===== src/rtl/mmio_bus_arbiter.sv =====
// Two-master arbiter for the shared MMIO bus: round-robin grant, one-cycle strobe,
// fixed read latency, then a single ack pulse with captured read data to the winner.
module mmio_bus_arbiter #(
    parameter int LAT = 1
) (
    input  logic        clk,
    input  logic        rst,
    input  logic        m0_req,
    input  logic        m0_we,
    input  logic [31:0] m0_addr,
    input  logic [31:0] m0_wdata,
    input  logic [3:0]  m0_wmask,
    output logic        m0_ack,
    output logic [31:0] m0_rdata,
    input  logic        m1_req,
    input  logic        m1_we,
    input  logic [31:0] m1_addr,
    input  logic [31:0] m1_wdata,
    input  logic [3:0]  m1_wmask,
    output logic        m1_ack,
    output logic [31:0] m1_rdata,
    output logic [31:0] s_addr,
    output logic [31:0] s_wdata,
    output logic [3:0]  s_wmask,
    output logic        s_we,
    output logic        s_re,
    input  logic [31:0] s_rdata,
    output logic        busy
);

    typedef enum logic [1:0] {IDLE, STROBE, WAIT, RESP} state_t;

    localparam logic [3:0] CNT_INIT = (LAT > 0) ? 4'(LAT - 1) : 4'd0;

    state_t      state_q;
    logic        owner_q;
    logic        last_grant_q;
    logic        we_q;
    logic [3:0]  cnt_q;
    logic        m0_ack_q;
    logic        m1_ack_q;
    logic [31:0] m0_rdata_q;
    logic [31:0] m1_rdata_q;
    logic [31:0] s_addr_q;
    logic [31:0] s_wdata_q;
    logic [3:0]  s_wmask_q;
    logic        s_we_q;
    logic        s_re_q;
    logic        busy_q;

    logic        grant_valid;
    logic        grant_sel;
    logic        sel_we;
    logic [31:0] sel_addr;
    logic [31:0] sel_wdata;
    logic [3:0]  sel_wmask;
    logic        resp_go;

    // On a tie the requester that did not win last time gets the bus.
    always_comb begin
        grant_valid = m0_req | m1_req;
        grant_sel   = 1'b0;
        if (m0_req && m1_req) begin
            grant_sel = ~last_grant_q;
        end else begin
            grant_sel = ~m0_req;
        end
    end

    always_comb begin
        sel_we    = m0_we;
        sel_addr  = m0_addr;
        sel_wdata = m0_wdata;
        sel_wmask = m0_wmask;
        if (grant_sel) begin
            sel_we    = m1_we;
            sel_addr  = m1_addr;
            sel_wdata = m1_wdata;
            sel_wmask = m1_wmask;
        end
    end

    // Ack and read data are registered on the edge that enters RESP, so s_rdata is
    // captured in the last strobe/wait cycle and is visible together with the ack.
    assign resp_go = ((state_q == STROBE) && (LAT == 0)) ||
                     ((state_q == WAIT) && (cnt_q == 4'd0));

    always_ff @(posedge clk) begin
        if (rst) begin
            state_q      <= IDLE;
            owner_q      <= 1'b0;
            last_grant_q <= 1'b1;
            we_q         <= 1'b0;
            cnt_q        <= 4'd0;
            m0_ack_q     <= 1'b0;
            m1_ack_q     <= 1'b0;
            m0_rdata_q   <= 32'd0;
            m1_rdata_q   <= 32'd0;
            s_addr_q     <= 32'd0;
            s_wdata_q    <= 32'd0;
            s_wmask_q    <= 4'd0;
            s_we_q       <= 1'b0;
            s_re_q       <= 1'b0;
            busy_q       <= 1'b0;
        end else begin
            m0_ack_q <= 1'b0;
            m1_ack_q <= 1'b0;
            s_we_q   <= 1'b0;
            s_re_q   <= 1'b0;
            case (state_q)
                IDLE: begin
                    if (grant_valid) begin
                        owner_q      <= grant_sel;
                        last_grant_q <= grant_sel;
                        we_q         <= sel_we;
                        s_addr_q     <= sel_addr;
                        s_wdata_q    <= sel_wdata;
                        s_wmask_q    <= sel_wmask;
                        s_we_q       <= sel_we;
                        s_re_q       <= ~sel_we;
                        busy_q       <= 1'b1;
                        state_q      <= STROBE;
                    end
                end
                STROBE: begin
                    if (LAT != 0) begin
                        cnt_q   <= CNT_INIT;
                        state_q <= WAIT;
                    end
                end
                WAIT: begin
                    if (cnt_q != 4'd0) begin
                        cnt_q <= cnt_q - 4'd1;
                    end
                end
                RESP: begin
                    busy_q  <= 1'b0;
                    state_q <= IDLE;
                end
                default: begin
                    busy_q  <= 1'b0;
                    state_q <= IDLE;
                end
            endcase

            if (resp_go) begin
                state_q <= RESP;
                if (owner_q) begin
                    m1_ack_q <= 1'b1;
                    if (!we_q) begin
                        m1_rdata_q <= s_rdata;
                    end
                end else begin
                    m0_ack_q <= 1'b1;
                    if (!we_q) begin
                        m0_rdata_q <= s_rdata;
                    end
                end
            end
        end
    end

    assign m0_ack   = m0_ack_q;
    assign m1_ack   = m1_ack_q;
    assign m0_rdata = m0_rdata_q;
    assign m1_rdata = m1_rdata_q;
    assign s_addr   = s_addr_q;
    assign s_wdata  = s_wdata_q;
    assign s_wmask  = s_wmask_q;
    assign s_we     = s_we_q;
    assign s_re     = s_re_q;
    assign busy     = busy_q;

endmodule


===== config.mk =====
export PLATFORM = sky130hd
export DESIGN_NAME = mmio_bus_arbiter
export DESIGN_NICKNAME = d
export VERILOG_FILES = /design/src/rtl/mmio_bus_arbiter.sv
export SDC_FILE = /design/constraint.sdc
export NUM_CORES = 1
export LEC_CHECK = 0
export BUFFER_PORTS_ARGS = -buffer_cell sky130_fd_sc_hd__buf_2
export CORE_MARGIN = 2
export CORE_UTILIZATION = 50
export CTS_BUF_LIST = sky130_fd_sc_hd__clkbuf_2 sky130_fd_sc_hd__clkbuf_4 sky130_fd_sc_hd__clkbuf_8
export DETAILED_ROUTE_END_ITERATION = 10
export GPL_ROUTABILITY_DRIVEN = 0
export GPL_TIMING_DRIVEN = 1
export HOLD_SLACK_MARGIN = 0.12
export PLACE_DENSITY = 0.82
export SETUP_SLACK_MARGIN = 0.1
export SLEW_MARGIN = 5
export SYNTH_ARGS = -nofsm -noshare
export SYNTH_HDL_FRONTEND = slang
export SYNTH_SLANG_ARGS = --single-unit

===== constraint.sdc =====
create_clock -name clk -period 2.5 [get_ports clk]
set_clock_uncertainty 0.05 [all_clocks]
set_input_delay 0.75 -clock clk [delete_from_list [all_inputs] [get_ports clk]]
set_output_delay 0.75 -clock clk [all_outputs]
set_load 0.01 [all_outputs]

# After elaboration in Yosys (flattened, before gate mapping)
# Index checks and enable logic that the tools add are counted.
[totals]
reg_bits = 146
inputBits = 174
word_cells = 61
[classes]
add_sub_neg = 1
n_eq_ne = 6
n_mux = 14
bitwise = 9
reduce_logical = 16
[ops]
columns = ["cell", "count"]
rows = [
  ["$mux W32", 2],
  ["$mux W4", 2],
  ["$not A1 Y1", 8],
  ["$pmux W4 S2", 1],
  ["$reduce_and A2 Y1", 4],
  ["$reduce_bool A4 Y1", 2],
  ["$pmux W2 S3", 1],
  ["$reduce_and A3 Y1", 2],
  ["$mux W1", 5],
  ["$eq A2 B2 Y1 const B", 2],
  ["$logic_not A4 Y1", 1],
  ["$mux W2", 2],
  ["$reduce_bool A2 Y1", 2],
  ["$sub A4 B1 Y4 const B", 1],
  ["$ne A3 B3 Y1 const B", 1],
  ["$reduce_or A3 Y1", 1],
  ["$eq A2 B1 Y1 const B", 1],
  ["$logic_and A1 B1 Y1", 2],
  ["$logic_not A2 Y1", 1],
  ["$ne A2 B1 Y1 const B", 1],
  ["$ne A2 B2 Y1 const B", 1],
  ["$pmux W1 S2", 1],
  ["$reduce_or A2 Y1", 1],
  ["$or A1 B1 Y1", 1],
]

# Longest topological paths before layout
# Gate-level depths: netlist (run 1).
[depth]
ltp_word = 4
depth_mapped = 7
depth_no_buf = 5

# Worst setup path after synthesis (run 1)
# OpenSTA, ideal clock, no wires.
[synth_timing]
path_kind = "input-to-reg"
from = "input port m0_req"
to = "register s_re_q, in the netlist s_re"
setup_time_ps = 116
t_arrival_ps = 1769
setup_slack_ps = 565
path_stages = 7
path_buffers = 4
cell_sequence = "buf_6 -> or2_1 -> buf_2 -> and2_4 -> buf_6 -> buf_6 -> and4_1"
[synth_via]
elab_chain_cells = 4
word_cells_on_any_way = 8
classes_between = "2 x mux; 4 x bitwise; 2 x reduce/logical"
[synth_rtl]
columns = ["item", "line", "rtl"]
rows = [
  ["from (decl)", "8", "input logic m0_req,"],
  ["$logic_and A1 B1 Y1 / $not A1 Y1 (equally long branches)", "63, 66", ""],
  ["$mux W1", "63", "if (m0_req && m1_req) begin"],
  ["$mux W1", "75", "if (grant_sel) begin"],
  ["$not A1 Y1", "120", "s_re_q <= ~sel_we;"],
  ["to (signal assigned)", "120", ""],
  ["to (decl)", "48", "logic s_re_q;"],
]
# Several ways; a longest one is shown, not always the timed one.
# A chain may end at the register's enable or synchronous reset.

# Final worst setup path (run 1)
[layout_timing]
from = "register state_q[0]"
to = "register m1_rdata_q[7], in the netlist m1_rdata[7]"
[layout_via]
elab_chain_cells = 3
[layout_rtl]
columns = ["item", "line", "rtl"]
rows = [
  ["from (decl)", "35", "state_t state_q;"],
  ["from (signal assigned)", "90", "state_q <= IDLE;"],
  ["from (signal assigned)", "122", "state_q <= STROBE;"],
  ["from (signal assigned)", "128", "state_q <= WAIT;"],
  ["$eq A2 B2 Y1", "86", "((state_q == WAIT) && (cnt_q == 4'd0));"],
  ["$logic_and A1 B1 Y1", "86", ""],
  ["$reduce_and A3 Y1 (no source line)", "n/a", ""],
  ["to (signal assigned)", "151", "m1_rdata_q <= s_rdata;"],
  ["to (decl)", "43", "logic [31:0] m1_rdata_q;"],
]
# No other way between the ends.

==> results_dict.tcl, run 1 <==
set metrics [dict create \
    synth.area.top_cells "dfxtp_1 (42%), a311oi_2 (15%), a21oi_1 (9.8%), nand3_1 (7.3%), o21ai_0 (5.0%)" \
    seq_area_um2 2920 \
    tightest_slew_ns 1.27 \
    cp_max_fo 32 \
    wire_per_inst_um 17.9 \
    ant_nets 0 \
    nNetsFinal 1187 \
    cts_setup_buffers 0 \
    cp.arrival_ns 2.52 \
    synth_flop_cell "dfxtp_1" \
    htree_num_levels 4 \
    die_y_um 122 \
    dp_cells 1172 \
    hold_path_class "reg -> reg" \
    grt_usage_pct 27.8 \
    yosys-top-cells-count "dfxtp_1 (146), a21oi_1 (136), nand3_1 (101)" \
    drt-total-wl_mm 21.6 \
    required_ns 2.84 \
    via_per_inst 5.98 \
    port_buffers 310 \
    leakage_nw 3.75 \
    synth_edf_count 0 \
    period_share_pct 87.4 \
    outcome "completed" \
    die_w_um 122 \
    cts_buffer_depth 2 \
    fmax_ghz 0.458 \
    fill_cells 1186 \
    rsz0062_at_grt "false" \
    synth_cells 764 \
    coreArea_um2 13800 \
    numClockSinks 146 \
    end_kind "flop" \
    setup_viol 0 \
    synth_most_common_cell "dfxtp_1" \
    drt_pass1_iterations 5 \
    syn_area_per_cell_um2 9.12 \
    drive_gt1_share_pct 42.8 \
    crit_path_start_kind "flop" \
    p_per_area_nw_per_um2 680 \
    maxSlewViolCount 0 \
    yosys_warnings 0 \
    cap_violations 0 \
    rrSetupSlack_ns 0.32 \
    die_area_um2 14900 \
    io_pins 311 \
    vias 7215 \
    route.detailed.drc 0 \
    cts_root_buf "clkbuf_8" \
    max-vdd-ir-drop_mv 0.478 \
    relSlewSlack_pct 15.1 \
    synth_area_um2 6970 \
    grt_max_degree 73 \
    cts_hold_buf 0 \
    cts_resized 0 \
    clock_latency_ns 0.45 \
    yosysTopAreaCell "dfxtp_1" \
    antenna_found_initial 1 \
    grt-ovfl-total 0 \
    grt_pass1_wl_mm 33.1 \
    fin_cells 1206 \
    synth_top_area_share_pct 41.9 \
    ys_seq_area_share_pct 41.9 \
    async_flop_share_pct 0 \
    areaGrowthSynthToFinish_pct 27.1 \
    drt_iter0_drc 706 \
    multi_input_area_um2 3550 \
    syn_nets 940 \
    hold_viol 0 \
    numCtsBuffers 17 \
    path_clk_slew_ns 0.08 \
    critPathKind "reg -> reg" \
    final.min_clock_period_ns 2.18 \
    cts_tree "done" \
    grt_pass1_vias 6503 \
    dp_hpwl_mm 14.2 \
    synth_cell_type_count 40 \
    ys_seq_elements 146 \
    start_util_pct 50.6 \
    setup_tns_ns 0 \
    rows 43 \
]
==> power by group <==
part | total [W] | internal, W | switching (W)
clock network | 0.00184 | 0.000834 | 0.00100
logic | 0.00153 | 0.000587 | 0.000945
registers | 0.00265 | 0.00253 | 0.000118
total | 0.00602 | 0.00395 | 0.00207
==> state kept, by name, indices dropped and copies added (netlist names), 2 cells and up <==
signal / flops
s_wmask: 4
s_wdata: 32
s_addr: 32
m0_rdata: 32
cnt_q: 4
state_q: 2
m1_rdata: 32
==> placed cells by master (no fill, tap or decap), types with 2 or more instances in the layout <==
cell / Yosys / routed
a2111oi_0: 3 / 3
a211oi_1: 2 / 2
a21oi_1: 136 / 136
a311oi_2: 69 / 69
a31o_1: 32 / 32
buf_12: 0 / 4
buf_2: 19 / 309
buf_4: 0 / 14
clkbuf_8: 0 / 17
clkinv_4: 0 / 3
clkinvlp_4: 0 / 2
dfxtp_1: 146 / 146
diode_2: 0 / 2
ha_1: 2 / 2
inv_1: 5 / 5
inv_6: 0 / 3
inv_8: 0 / 4
nand2_1: 3 / 3
nand2b_1: 35 / 34
nand3_1: 101 / 101
nand3b_1: 2 / 2
nor2_1: 2 / 2
nor4_1: 2 / 2
o2111ai_1: 2 / 2
o21ai_0: 69 / 69
o21ai_1: 33 / 33
o41ai_1: 2 / 2
==> kinds of logic (layout without fill, tap and decap cells) <==
group,Yosys count,after routing,synth area share (%)
AOI/OAI and AO/OA,350,350,37.3
adders and majority gates,2,2,0.359
buffers and inverters,106,366,7.34
DFF,146,146,41.9
other,0,2,0
and+or+nand+nor,160,160,13.1
==> worst max-delay path, cell delays in order, from the launching register on <==
cell and delay [ns]:
dfxtp_1 0.44, and4bb_1 0.37, and2_1 0.99, a31o_1 0.26
==> layer usage <==
metal  global-route usage, %  vias up  routed length [um]
met2                    44.2      413               10300
met3                    6.84       50                1950
met1                    35.8     3376                8680
met5                       0        -                   0
met4                    12.1        0                 670
li1                        -     3376                   -
==> stage by stage <==
step | worst slack [ns] | hold slack (ns) | utilization (%) | area, um^2 | total power, W
floorplan | 0.565 | 0.412 | - | 6970 | 0.00370
global placement | 0.187 | 0.400 | 61.4 | 8460 | 0.00419
finish | 0.316 | 0.412 | 64.3 | 8860 | 0.00602
detailed placement | 0.124 | 0.398 | 61.4 | 8460 | 0.00422
global route | 0.152 | 0.440 | 64.3 | 8850 | 0.00629
CTS | 0.358 | 0.410 | 64.3 | 8850 | 0.00603
==> final cells by class <==
cell class,count,share of cell area [%]
antenna,2,0.0565
clock buffer,18,2.73
clock inverter,14,1.67
inverter,6,0.254
multi-input combinational,512,40.1
sequential,146,33.0
tap,180,2.54
timing repair buffer,328,19.7
==> final timing paths <==
path,start,to,cells after the start
worst max-delay path,state_q[0],m1_rdata[7],3
worst min register to register,busy,busy,2
worst min-delay path,busy,busy,2
worst max register to register,state_q[0],m1_rdata[7],3
(Power assumes the default switching activity.)
==> run 2: changes to the inputs <==
--- a/config.mk
+++ b/config.mk
@@ -6,6 +6,7 @@
 export NUM_CORES = 1
 export LEC_CHECK = 0
 export BUFFER_PORTS_ARGS = -buffer_cell sky130_fd_sc_hd__buf_2
+export CORE_ASPECT_RATIO = 0.75
 export CORE_MARGIN = 2
 export CORE_UTILIZATION = 50
 export CTS_BUF_LIST = sky130_fd_sc_hd__clkbuf_2 sky130_fd_sc_hd__clkbuf_4 sky130_fd_sc_hd__clkbuf_8
==> results_dict.tcl, run 2 (same netlist as run 1, synthesis figures left out) <==
set metrics [dict create \
    start_util_pct 51.0 \
    final.min_clock_period_ns 2.08 \
    vias 7050 \
    cts_resized 0 \
    die_area_um2 14900 \
    max-vdd-ir-drop_mv 0.388 \
    cp.arrival_ns 2.28 \
    setup_viol 0 \
    end_kind "flop" \
    crit_path_start_kind "flop" \
    hold_path_class "reg -> reg" \
    dpl_cell_area_um2 8510 \
    final_cell_mix "buf_2 (309), dfxtp_1 (146), a21oi_1 (136), nand3_1 (101)" \
    drt_pass1_iterations 5 \
    drt-total-wl_mm 21.4 \
    antenna_found_initial 1 \
    drt_iter0_drc 576 \
    cts_hold_buf 0 \
    grt_max_degree 73 \
    seq_area_um2 2920 \
    wire_per_inst_um 17.8 \
    total_power_w 0.00609 \
    outcome "completed" \
    path_clk_slew_ns 0.08 \
    final_common_cell "buf_2" \
    maxSlewViolCount 0 \
    coreArea_um2 13700 \
    hold_viol 0 \
    drive_gt1_share_pct 42.8 \
    required_ns 2.69 \
    cts_buffer_depth 2 \
    via_per_inst 5.88 \
    period_share_pct 83.4 \
    cap_violations 0 \
    nNetsFinal 1187 \
    io_pins 311 \
    fmax_ghz 0.480 \
    htree_num_levels 4 \
    grt_pass1_vias 6505 \
    grt-ovfl-total 0 \
    dp_cells 1167 \
    dp_hpwl_mm 14.6 \
    grt_usage_pct 27.7 \
    cts_tree "done" \
    tightest_slew_ns 1.13 \
    critPathKind "reg -> reg" \
    numClockSinks 146 \
    numCtsBuffers 17 \
    p_per_area_nw_per_um2 683 \
    relSlewSlack_pct 24.5 \
    leakage_nw 3.76 \
    areaGrowthSynthToFinish_pct 27.9 \
    die_y_um 106 \
    fin_cells 1200 \
    clock_latency_ns 0.43 \
    final_design_area_no_fill_um2 8910 \
    cts_root_buf "clkbuf_8" \
    fill_cells 1143 \
    route.detailed.drc 0 \
    grt_pass1_wl_mm 33.4 \
    multi_input_area_um2 3550 \
    port_buffers 310 \
    cts_setup_buffers 0 \
    cp_max_fo 70 \
    ant_nets 0 \
    die_w_um 140 \
    rsz0062_at_grt "false" \
    rows 37 \
    setup_tns_ns 0 \
]
run 2: changes by cell type in the layout (fill, tap and decap cells not counted), sizes merged:
cell and change:
bufinv +1, clkinv -3, clkbuf -1, clkinvlp +2, inv +1, diode -1
run 2: path summary, 6_finish.rpt:
| kind | start | endpoint | slack (ns) | cells after the start |
|---|---|---|---|---|
| worst min-delay path | busy | busy | 0.41 | 2 |
| worst max-delay path | state_q[1] | s_wdata[8] | 0.42 | 3 |
| worst max register to register | state_q[1] | s_wdata[8] | 0.42 | 3 |
| worst min register to register | busy | busy | 0.41 | 2 |
run 2: layout make-up:
cell class,count,share of cell area [%]
sequential,146,32.8
multi-input combinational,512,39.8
timing repair buffer,328,20.1
clock buffer,17,2.62
inverter,6,0.253
clock inverter,15,1.91
antenna,1,0.0281
tap,175,2.46
run 2: critical path, stage by stage (launching register included):
cell and delay, ns:
dfxtp_1 0.44, nor2_4 0.20, and2_4 0.92, a311oi_2 0.23
run 2: layer usage:
metal  global-route usage, %  vias to the layer above  share of wire (%)
li1                        -                     3386                  -
met1                    36.8                     3268                 42
met2                    43.9                      346                 47
met3                    5.95                       50                7.3
met4                    11.7                        0                3.6
met5                       0                        -                  0
run 2: where the power goes:
part | leakage [nW] | internal (W) | switching [W]
clock | 0.194 | 0.000917 | 0.000984
combinational | 2.37 | 0.000600 | 0.000931
sequential | 1.20 | 0.00253 | 0.000125
total | 3.76 | 0.00405 | 0.00204
run 2: per-stage QoR:
step                hold slack [ns]  utilization [%]  setup WS, ns
finish                        0.408             65.3         0.416
global route                  0.440             65.3         0.323
detailed placement            0.403             62.3        0.0509
CTS                           0.414             65.2         0.438
floorplan                     0.412                -         0.565
global placement              0.391             62.3         0.104
==> run 3: changes to the inputs <==
--- a/config.mk
+++ b/config.mk
@@ -8,13 +8,13 @@
 export BUFFER_PORTS_ARGS = -buffer_cell sky130_fd_sc_hd__buf_2
 export CORE_ASPECT_RATIO = 0.75
 export CORE_MARGIN = 2
-export CORE_UTILIZATION = 50
+export CORE_UTILIZATION = 49
 export CTS_BUF_LIST = sky130_fd_sc_hd__clkbuf_2 sky130_fd_sc_hd__clkbuf_4 sky130_fd_sc_hd__clkbuf_8
 export DETAILED_ROUTE_END_ITERATION = 10
 export GPL_ROUTABILITY_DRIVEN = 0
 export GPL_TIMING_DRIVEN = 1
 export HOLD_SLACK_MARGIN = 0.12
-export PLACE_DENSITY = 0.82
+export PLACE_DENSITY = 0.81
 export SETUP_SLACK_MARGIN = 0.1
 export SLEW_MARGIN = 5
 export SYNTH_ARGS = -nofsm -noshare
==> constraint.sdc (replaced) <==
create_clock -name clk -period 2 [get_ports clk]
set_clock_uncertainty 0.05 [all_clocks]
set_input_delay 0.6 -clock clk [delete_from_list [all_inputs] [get_ports clk]]
set_output_delay 0.6 -clock clk [all_outputs]
set_load 0.01 [all_outputs]
==> results_dict.tcl, run 3 (same netlist as run 1, synthesis figures left out) <==
set metrics [dict create \
    drt_iter0_drc 622 \
    rows 37 \
    maxUsedRoutingLayer "met5" \
    start_util_pct 50.5 \
    max-vdd-ir-drop_mv 0.460 \
    numCtsBuffers 17 \
    path_clk_slew_ns 0.09 \
    maxSlewViolCount 0 \
    rrSetupSlack_ns 0.30 \
    post-route-util_pct 65.6 \
    htree_num_levels 4 \
    dp_hpwl_mm 15.3 \
    clock_latency_ns 0.43 \
    wire_per_inst_um 18.3 \
    hold_slack_ns 0.335 \
    port_buffers 310 \
    via_per_inst 5.93 \
    tightest_slew_ns 0.677 \
    fill_cells 1164 \
    numClockSinks 146 \
    nNetsFinal 1198 \
    wl_met3_mm 1.89 \
    cp.arrival_ns 2.02 \
    cts_buffer_depth 2 \
    cts_setup_buffers 0 \
    critPathKind "reg -> reg" \
    cp_max_fo 33 \
    hold_path_class "in -> reg" \
    final_cell_mix "buf_2 (309), dfxtp_1 (146), a21oi_1 (136), nand3_1 (101)" \
    dr_wl_met2_mm 10.4 \
    cap_violations 0 \
    areaGrowthSynthToFinish_pct 29.8 \
    coreArea_um2 13800 \
    die_y_um 107 \
    die_w_um 142 \
    crit_path_start_kind "flop" \
    relSlewSlack_pct 54.9 \
    setup_viol 0 \
    final_common_cell "buf_2" \
    io_pins 311 \
    cp-startpoint "cnt_q[0]" \
    drive_gt1_share_pct 43.4 \
    grt_pass1_wl_mm 34.3 \
    vias 7185 \
    period_share_pct 85.2 \
    place_ws_ns -0.0151 \
    drt-total-wl_mm 22.1 \
    rsz0062_at_grt "false" \
    drt_pass1_iterations 5 \
    end_kind "flop" \
    layout_setup_ws_ns 0.296 \
    r2r_end "m0_rdata[27]" \
    antenna_found_initial 2 \
    fmax_ghz 0.587 \
    route.detailed.drc 0 \
    r2r_cells 6 \
    leakage_nw 3.83 \
    grt-ovfl-total 0 \
    ant_nets 0 \
    required_ns 2.32 \
    grt_usage_pct 28.3 \
    timing.rr.start "cnt_q[0]" \
    die_area_um2 15200 \
    cp-endpoint "m0_rdata[27]" \
    cts_tree "done" \
    cts_hold_buf 0 \
    grt_pass1_vias 6487 \
    p_per_area_nw_per_um2 830 \
    cts_root_buf "clkbuf_8" \
    worstHoldStart "s_rdata[30]" \
    final.min_clock_period_ns 1.70 \
    cts_resized 0 \
    hold_viol 0 \
    wl_met1_mm 9.04 \
    outcome "completed" \
    grt_max_degree 71 \
]
run 3: changes by cell type in the layout (fill, tap and decap cells not counted), sizes merged:
cell / previous run / this run
clkbuf: 17 / 18
buf: 328 / 339
inv: 14 / 15
bufinv: 2 / 0
run 3: cell type report:
| class | count | area (um^2) | share of cell area, % |
|---|---|---|---|
| multi-input cells | 512 | 3550 | 39.2 |
| diodes | 1 | 2.50 | 0.0277 |
| repair buffers | 339 | 1960 | 21.7 |
| inverters | 6 | 22.5 | 0.249 |
| clock inverters | 14 | 119 | 1.31 |
| well taps | 175 | 219 | 2.42 |
| clock buffers | 18 | 248 | 2.74 |
| flip-flops and latches | 146 | 2920 | 32.3 |
run 3: routing by layer:
metal	track usage (%)	vias to the layer above
met3	6.85	51
met5	0	-
met2	44.5	384
li1	-	3395
met4	13.0	2
met1	37.1	3353
run 3: worst max-delay path: stages, from the launching register on:
cell	delay, ns
dfxtp_1	0.34
inv_1	0.08
ha_1	0.18
nor3b_4	0.21
buf_4	0.36
nand3_1	0.23
a21oi_1	0.19
run 3: worst min path at each step:
stage | depth (start not counted) | slack [ns] | endpoint
after CTS | 2 | 0.30 | m1_rdata[10]
final | 2 | 0.34 | m1_rdata[30]
after global routing | 2 | 0.31 | m1_rdata[2]
after detailed placement | 2 | 0.40 | busy
after floorplan | 1 | 0.41 | cnt_q[0]
after global placement | 2 | 0.39 | busy
run 3: where the power goes:
group / internal, W / total (W) / switching [W]
sequential: 0.00316 / 0.00331 / 0.000146
clock: 0.000932 / 0.00218 / 0.00125
combinational: 0.000814 / 0.00202 / 0.00120
total: 0.00491 / 0.00751 / 0.00260
run 3: per-stage QoR:
stage	setup TNS [ns]	total power (W)	std cells	area [um^2]
after floorplan	0	0.00463	764	6970
after global placement	0	0.00534	1178	8680
after detailed placement	-0.0152	0.00538	1178	8680
after CTS	0	0.00756	1210	9040
after global routing	0	0.00787	1211	9050
final	0	0.00751	1211	9050
